<file path="config.mk">
export PLATFORM = sky130hd
export DESIGN_NAME = masku_mask_accumulator
export DESIGN_NICKNAME = d
export VERILOG_FILES = /design/src/rtl/masku_mask_accumulator.sv
export SDC_FILE = /design/constraint.sdc
export NUM_CORES = 2
export LEC_CHECK = 0
export CORE_AREA = 2 2 408 410
export DETAILED_ROUTE_END_ITERATION = 8
export DIE_AREA = 0 0 410 412
export PLACE_DENSITY = 0.44
export SLEW_MARGIN = 20
export SYNTH_ARGS = -nofsm -noshare
export SYNTH_HDL_FRONTEND = slang
export SYNTH_SLANG_ARGS = --single-unit
</file>
<file path="constraint.sdc">
create_clock -name clk_i -period 8.6 [get_ports clk_i]
set_input_delay 0.86 -clock clk_i [delete_from_list [all_inputs] [get_ports clk_i]]
set_output_delay 0.86 -clock clk_i [all_outputs]
set_load 0.05 [all_outputs]
</file>
<file path="src/rtl/masku_mask_accumulator.sv">
`default_nettype none
// ============================================================================
// Module      : masku_mask_accumulator
// Description : Packs a stream of SEW-wide comparison results into a
//               1-bit-per-element mask vector. Results are collected over as
//               many datapath beats as needed. Each full (or final partial)
//               mask word is emitted with a per-bit write enable that combines
//               the vl tail with the v0 mask.
// Ports       : clk_i/rst_i    clock, synchronous active-high reset
//               start_i, vl_i, sew_i, vm_i
//                              instruction start and its config (latched)
//               busy_o         instruction in flight
//               in_*           result beats (valid/ready/data/v0 mask)
//               out_*          mask words (valid/ready/data/be/last)
// Revision    : 1.0 - initial release
// ============================================================================
module masku_mask_accumulator #(
    parameter int NR_LANES = 4,
    parameter int ELEN     = 64,
    parameter int VL_WIDTH = 16
) (
    input  logic                         clk_i,
    input  logic                         rst_i,
    input  logic                         start_i,
    input  logic [VL_WIDTH-1:0]          vl_i,
    input  logic [1:0]                   sew_i,
    input  logic                         vm_i,
    output logic                         busy_o,
    input  logic                         in_valid_i,
    output logic                         in_ready_o,
    input  logic [NR_LANES*ELEN-1:0]     in_data_i,
    input  logic [NR_LANES*ELEN-1:0]     in_mask_i,
    output logic                         out_valid_o,
    input  logic                         out_ready_i,
    output logic [NR_LANES*ELEN-1:0]     out_data_o,
    output logic [NR_LANES*ELEN-1:0]     out_be_o,
    output logic                         out_last_o
);

    localparam int c_dw    = NR_LANES * ELEN;
    localparam int c_ptr_w = $clog2(c_dw) + 1;   // must hold the value c_dw

    typedef enum logic [1:0] {
        S_IDLE  = 2'd0,
        S_ACCUM = 2'd1,
        S_FLUSH = 2'd2
    } state_t;

    state_t                r_state;
    state_t                w_state_next;

    logic [VL_WIDTH-1:0]   r_vl;
    logic [1:0]            r_sew;
    logic                  r_vm;
    logic [c_dw-1:0]       r_acc;
    logic [c_dw-1:0]       r_be;
    logic [c_ptr_w-1:0]    r_ptr;
    logic [VL_WIDTH-1:0]   r_cnt;
    logic                  r_last;

    // Element LSBs for every element width; element k of width SW sits at
    // bit k*SW, so each SEW gives its own compressed result vector.
    logic [3:0][c_dw-1:0]  w_res_all;

    for (genvar s = 0; s < 4; s++) begin : g_sew
        for (genvar k = 0; k < c_dw; k++) begin : g_elem
            if (k < (c_dw >> (3 + s))) begin : g_live
                assign w_res_all[s][k] = in_data_i[k * (8 << s)];
            end else begin : g_pad
                assign w_res_all[s][k] = 1'b0;
            end
        end
    end

    // Only element LSBs are consumed; the remaining result bits are don't-care.
    logic w_unused_data;
    assign w_unused_data = ^in_data_i;

    logic [c_ptr_w-1:0]    w_epb;
    logic [VL_WIDTH-1:0]   w_remain;
    logic [c_ptr_w-1:0]    w_n;
    logic [c_dw-1:0]       w_nmask;
    logic [c_dw-1:0]       w_beat_data;
    logic [c_dw-1:0]       w_beat_be;
    logic [c_ptr_w-1:0]    w_ptr_next;
    logic [VL_WIDTH-1:0]   w_cnt_next;
    logic                  w_word_done;
    logic                  w_beat_hs;

    always_comb begin
        case (r_sew)
            2'd0:    w_epb = c_ptr_w'(c_dw / 8);
            2'd1:    w_epb = c_ptr_w'(c_dw / 16);
            2'd2:    w_epb = c_ptr_w'(c_dw / 32);
            default: w_epb = c_ptr_w'(c_dw / 64);
        endcase

        // cnt never exceeds vl, so the remaining count cannot underflow.
        w_remain = r_vl - r_cnt;
        if (32'(w_remain) < 32'(w_epb)) begin
            w_n = c_ptr_w'(w_remain);
        end else begin
            w_n = w_epb;
        end

        // Keep only the first n elements of the beat; the tail of the final
        // beat is discarded. The accumulator above ptr is always zero, so
        // OR-ing the shifted beat in places it without disturbing earlier bits.
        w_nmask     = ~({c_dw{1'b1}} << w_n);
        w_beat_data = (w_res_all[r_sew] & w_nmask) << r_ptr;
        w_beat_be   = ((r_vm ? {c_dw{1'b1}} : in_mask_i) & w_nmask) << r_ptr;

        w_ptr_next  = r_ptr + w_n;
        w_cnt_next  = r_cnt + VL_WIDTH'(w_n);
        w_word_done = (w_ptr_next == c_ptr_w'(c_dw)) || (w_cnt_next == r_vl);
        w_beat_hs   = (r_state == S_ACCUM) && in_valid_i;
    end

    always_comb begin
        w_state_next = r_state;
        case (r_state)
            S_IDLE: begin
                if (start_i && (vl_i != '0)) begin
                    w_state_next = S_ACCUM;
                end
            end
            S_ACCUM: begin
                if (w_beat_hs && w_word_done) begin
                    w_state_next = S_FLUSH;
                end
            end
            S_FLUSH: begin
                if (out_ready_i) begin
                    w_state_next = r_last ? S_IDLE : S_ACCUM;
                end
            end
            default: w_state_next = S_IDLE;
        endcase
    end

    always_ff @(posedge clk_i) begin
        if (rst_i) begin
            r_state <= S_IDLE;
        end else begin
            r_state <= w_state_next;
        end
    end

    always_ff @(posedge clk_i) begin
        if (rst_i) begin
            r_vl   <= '0;
            r_sew  <= '0;
            r_vm   <= 1'b0;
            r_acc  <= '0;
            r_be   <= '0;
            r_ptr  <= '0;
            r_cnt  <= '0;
            r_last <= 1'b0;
        end else begin
            case (r_state)
                S_IDLE: begin
                    if (start_i && (vl_i != '0)) begin
                        r_vl   <= vl_i;
                        r_sew  <= sew_i;
                        r_vm   <= vm_i;
                        r_acc  <= '0;
                        r_be   <= '0;
                        r_ptr  <= '0;
                        r_cnt  <= '0;
                        r_last <= 1'b0;
                    end
                end
                S_ACCUM: begin
                    if (w_beat_hs) begin
                        r_acc  <= r_acc | w_beat_data;
                        r_be   <= r_be | w_beat_be;
                        r_ptr  <= w_ptr_next;
                        r_cnt  <= w_cnt_next;
                        r_last <= (w_cnt_next == r_vl);
                    end
                end
                S_FLUSH: begin
                    // Next word starts from a clean slate; cnt carries on.
                    if (out_ready_i && !r_last) begin
                        r_acc <= '0;
                        r_be  <= '0;
                        r_ptr <= '0;
                    end
                end
                default: ;
            endcase
        end
    end

    assign busy_o      = (r_state != S_IDLE);
    assign in_ready_o  = (r_state == S_ACCUM);
    assign out_valid_o = (r_state == S_FLUSH);
    assign out_data_o  = (r_state == S_FLUSH) ? r_acc : '0;
    assign out_be_o    = (r_state == S_FLUSH) ? r_be  : '0;
    assign out_last_o  = (r_state == S_FLUSH) && r_last;

endmodule
`default_nettype wire

</file>
* After elaboration in Yosys (flattened, before gate mapping) *
Index checks and enable logic that the tools add are counted.

word-level totals
  output and inout bits = 516
  register bits = 559
  word-level logic and storage cells = 78

operators by class
  $lt $le $gt $ge = 2
  reductions and logical operators = 17
  shift-type cells = 3
  equality and inequality tests = 11
  bitwise logic cells = 5
  add/subtract/negate cells = 3
  multiplexer cells = 28

operators by type and width
  operator                                                                 number
  256-bit two-way mux                                                      8
  256-bit one-hot mux with 3 select lines                                  2
  256-bit bitwise AND                                                      2
  256-bit binary-select mux with 2-bit select                              1
  256-bit OR                                                               2
  256-bit by 9-bit left shift with 256-bit output                          2
  256-bit NOT                                                              1
  256-bit by 9-bit left shift with 256-bit output, first input constant    1
  9-bit two-way mux                                                        4
  16-bit two-way mux                                                       2
  16-bit one-hot mux with 2 select lines                                   1
  9-bit one-hot mux with 3 select lines                                    1
  6-bit one-hot mux with 3 select lines                                    1
  16-bit by 9-bit adder with 16-bit output                                 1
  16-bit equality test                                                     1
  16-bit by 9-bit less-than comparator with 1-bit output                   1
  16-bit nonzero test                                                      1
  16-bit subtractor                                                        1
  9-bit adder                                                              1
  9-bit equality test, second input constant                               1
  2-bit by 1-bit inequality test with 1-bit output, second input constant  4
  2-bit two-way mux                                                        3
  2-bit one-hot mux with 3 select lines                                    1
  3-bit AND reduction                                                      2
  other kinds (14)                                                         24

* Longest topological paths before layout *
  depth in word-level cells = 11
  gate-level depth with buffers = 36
  mapped depth without buffers = 33

* Worst setup path after synthesis *
OpenSTA, ideal clock, no wires.

  kind = register to register
  start point = register r_vl[0]
  end point = register r_state[0]
  slack = 1,963 ps
  cell stages (with the launch flop) = 36
  setup time = 135 ps
  arrival time = 6,502 ps
  period minus slack after synthesis = 6,637 ps
  cells stage by stage = dfxtp_1 > inv_1 > ha_1 > inv_1 > fa_1 > a21o_1 > a21oi_1 > xor2_1 > buf_2 > inv_2 > clkbuf_1 > ha_1 > o211ai_1 > a31oi_1 > a211oi_1 > o311a_1 > nand3_1 > nor4_4 > buf_4 > nand3_1 > o21ai_0 > ha_1 > a21oi_1 > o21bai_1 > a21oi_1 > o21bai_1 > a21oi_1 > o21bai_1 > a21o_1 > and3_1 > clkbuf_1 > nand2_1 > nor2_1 > xnor2_1 > nor4_1 > a31oi_1

on the way
  longest elaborated chain between the ends = 9
  elaborated cells between the ends (all ways) = 11
  classes of those cells = 3 x add/sub; 1 x order compare; 3 x eq/ne; 1 x mux; 3 x reduce/logical

ends and longest elaborated chain
  what                                                                     RTL line  RTL
  start, declared                                                          52        logic [VL_WIDTH-1:0] r_vl;
  start signal, assigned                                                   163       r_vl <= vl_i;
  16-bit subtractor                                                        99        w_remain = r_vl - r_cnt;
  16-bit by 9-bit less-than comparator with 1-bit output                   100       if (32'(w_remain) < 32'(w_epb)) begin
  9-bit two-way mux                                                        100
  16-bit by 9-bit adder with 16-bit output or 9-bit adder (tied branches)  114, 113
  16-bit equality test or 9-bit equality test (tied branches)              115       w_word_done = (w_ptr_next == c_ptr_w'(c_dw)) || (w_cnt_next == r_vl);
  1-bit logical OR (*)                                                     115
  1-bit logical AND (*)                                                    128       if (w_beat_hs && w_word_done) begin
  2-bit by 1-bit inequality test with 1-bit output (no line) (*)           --
  3-bit AND reduction (no line) (*)                                        --
  end signal, assigned                                                     145       r_state <= w_state_next;
  end, declared                                                            49        state_t r_state;

Mark *: on every way between the ends. The rest lies on a longest branch, timed or not.
A chain may end at the register's enable or synchronous reset.

* Worst setup path after layout *
  start point = register r_cnt[1]
  end point = register r_be[70]

on the way
  longest elaborated chain between the ends = 10

ends and longest elaborated chain
  what                                                    RTL line  RTL
  start, declared                                         58        logic [VL_WIDTH-1:0] r_cnt;
  start signal, assigned                                  178       r_cnt <= w_cnt_next;
  16-bit subtractor (*)                                   99
  16-bit by 9-bit less-than comparator with 1-bit output  100
  9-bit two-way mux (*)                                   100
  256-bit by 9-bit left shift with 256-bit output (*)     109       w_nmask = ~({c_dw{1'b1}} << w_n);
  256-bit NOT (*)                                         109
  256-bit bitwise AND (*)                                 111       w_beat_be = ((r_vm ? {c_dw{1'b1}} : in_mask_i) & w_nmask) << r_ptr;
  256-bit by 9-bit left shift with 256-bit output (*)     111
  256-bit OR (*)                                          176       r_be <= r_be | w_beat_be;
  256-bit two-way mux (*)                                 174       if (w_beat_hs) begin
  256-bit one-hot mux with 3 select lines (*)             160       case (r_state)
  end signal, assigned                                    176
  end, declared                                           56        logic [c_dw-1:0] r_be;

Mark *: on every way between the ends. The rest lies on a longest branch, timed or not. The select of a mux whose other input is x is not followed.

==> flow_summary.toml <==
[outcome]
outcome = "finished clean"

[sta]
tns_ns = 0
period_share = 0.8689
setup_viol = 0
period_needed_ns = 7.473
rsz0062_at_grt = "no"
drv_slew = 0
finalClockSkew_ns = 0.05064
slew_headroom = 0.1300
max_freq_mhz = 133.8
hold_violations = 0
worstMarginPinSlew_ns = 1.305

[grt]
gr-total-overflow = 0
grt_pass1_vias = 43690
grt_first_pass_wirelength_mm = 374.1
grt_max_degree = 208
grtUsageTotal = 0.3126
antenna_found_initial = 27

[die]
rows = 149
die_area_um2 = 168900
core_area_um2 = 164200
die_h_um = 412
die_w_um = 410
start_util = 0.2355
num_io_pins = 1052

[placement]
gp_congestion = 1.021
hpwl_mm = 215.8
port_buffers = 634

[job]
drv_cap = 0

[clocking]
cts_root_buf = "clkbuf_16"
cts_setup_buffers = 0
cts_resized = 0
clk_latency_ns = 0.69
clock-sinks = 559
cts_tree = "built"
clkTransAtPathRegs_ns = 0.06
cts_made_buffers = 70
htree_levels = 3
clk_path_buf_depth = 3
cts_hold_buf = 0

[synth]
yosysTopAreaCell = "dfxtp_1"
ys_async_sr_fraction = 0
netlist_area_um2 = 38680
netlist_top_cells_count = "nor2_1 (615), dfxtp_1 (559), and2_1 (540)"
yosysWarningCount = 0
ys_seq_elements = 559
synth_edf_count = 0
yosys.cell_types.count = 121
ys_seq_area_frac = 0.2893
avgSynthCellArea_um2 = 7.412
synth_area_leaders = "dfxtp_1 (29%), and2_1 (8.7%), nor2_1 (6.0%)"
synth_most_common_cell = "nor2_1"
synthCells = 5218
synth_ff_type = "dfxtp_1"
synth_top_cell_area_share = 0.2893

[detailed_routing]
routed_via_density = 5.948
ant_nets = 0
vias = 47790
drc = 0
totalWireLength_mm = 276.8
wl_per_cell_um = 34.45
drt_iter0_drc = 6614
drt_first_pass_iters = 6

[critical_path]
critPathRequiredTime_ns = 9.17
critical_path_class = "reg -> reg"
end_kind = "register"
crit_path_max_fanout = 8
critPathLaunchType = "register"
critPathArrivalTime_ns = 8.04

[pwr]
power.switching_w = 0.002677
combPwrFrac = 0.226
internal-power_w = 0.004866
irDropWorstVdd_mv = 0.1292
leakage_nw = 17.45
clock_power_share = 0.418
p_per_area_nw_per_um2 = 148.0
swShare = 0.3549
power_frac_seq = 0.356
finalPower_w = 0.007543

[cells_and_area]
area_delta_synth_final_pct = 31.73
fillers = 17850
fin_util = 0.3102
drive_above_1_share = 0.1090
fin_nets = 6353

[hold_path]
hp-class = "reg -> reg"
==> power groups by stage <==
stage	logic (W)	clock network (W)	registers, W
2_1_floorplan	0.000903	0	0.00270
3_3_place_gp	0.00162	0	0.00274
3_5_place_dp	0.00162	0	0.00274
4_1_cts	0.00163	0.00319	0.00268
5_1_grt	0.00174	0.00330	0.00268
6_report	0.00170	0.00316	0.00268
==> placed cells by master (no fill, tap or decap), types with 99 or more instances in the layout <==
cell type	count
buf_4	288
o22ai_1	111
dfxtp_1	551
nand2_1	459
nor2_1	592
clkdlybuf4s50_1	633
and2_1	539
nand3_1	99
a21oi_1	418
o21ai_0	358
nor3_1	163
==> area by class of cell <==
class                      instances  area, um2  share of cell area
clock buffer                      98       1988             0.03902
inverter                          80      305.3            0.005992
multi-input combinational       4140      25610              0.5026
antenna                           12      30.03           0.0005893
tap                             2189       2739             0.05375
sequential                       559      11220              0.2202
timing repair buffer             928       8631              0.1694
clock inverter                    28      430.4            0.008447
==> state kept, by name (all words and copies together), names as in the netlist <==
| signal | count |
|---|---|
| r_vm | 1 |
| r_acc | 256 |
| r_state | 2 |
| r_vl | 16 |
| r_be | 256 |
| r_ptr | 9 |
| r_sew | 2 |
| r_cnt | 16 |
| r_last | 1 |
==> worst max-delay path, cell delays in order (launching register included) <==
cell      delay, ns
dfxtp_1        0.42
inv_1          0.11
ha_1           0.27
nor2b_1        0.16
o21a_1         0.28
o21ai_0        0.54
nand2_1        0.18
inv_1          0.16
ha_1           0.24
o211ai_1       0.16
a31oi_1        0.09
a211oi_1       0.23
o311a_1        0.21
nand3_1        0.20
nor4_4         0.44
buf_4          0.24
a31oi_2        0.32
nor4_2         0.85
o21ai_0        0.31
a31oi_2        0.61
mux2i_1        0.14
a22oi_1        0.50
nand2_1        0.41
o21ai_0        0.26
==> worst paths after layout <==
check | from | to | slack, ns | depth (start not counted)
hold / removal | r_be[216] | r_be[216] | 0.44 | 2
setup / recovery | r_cnt[1] | r_be[70] | 1.13 | 23
setup reg to reg | r_cnt[1] | r_be[70] | 1.13 | 23
hold reg to reg | r_be[216] | r_be[216] | 0.44 | 2
==> cell families (layout without fill, tap and decap cells) <==
| logic type | count (synthesis) | count (layout) | synth area share |
|---|---|---|---|
| and+or+nand+nor | 2149 | 2149 | 0.2800 |
| AOI/OAI and AO/OA | 1784 | 1784 | 0.3137 |
| DFF | 559 | 559 | 0.2893 |
| buffers and inverters | 523 | 1134 | 0.05425 |
| muxes | 119 | 119 | 0.03814 |
| xor gates and xnor gates | 45 | 45 | 0.01155 |
| adders and majority gates | 38 | 38 | 0.01287 |
| other | 1 | 17 | 0.00009695 |
==> layer usage <==
| layer | track usage | share of wire |
|---|---|---|
| met5 | 0 | 0.00040 |
| met4 | 0.1294 | 0.047 |
| met3 | 0.08369 | 0.11 |
| met2 | 0.4524 | 0.41 |
| met1 | 0.4339 | 0.44 |
==> through the flow <==
stage               instance area (um2)  std cells  worst slack, ns  hold WS (ns)
global placement                  48440       7894            1.291        0.4260
finish                            50950       8034            1.127        0.4414
global route                      50920       8022           0.7484        0.4576
floorplan                         38690       5222            1.963        0.4071
CTS                               50860       8020            1.293        0.4453
detailed placement                48440       7894            1.341        0.4340
No activity file was read; power rests on OpenSTA's default activity.
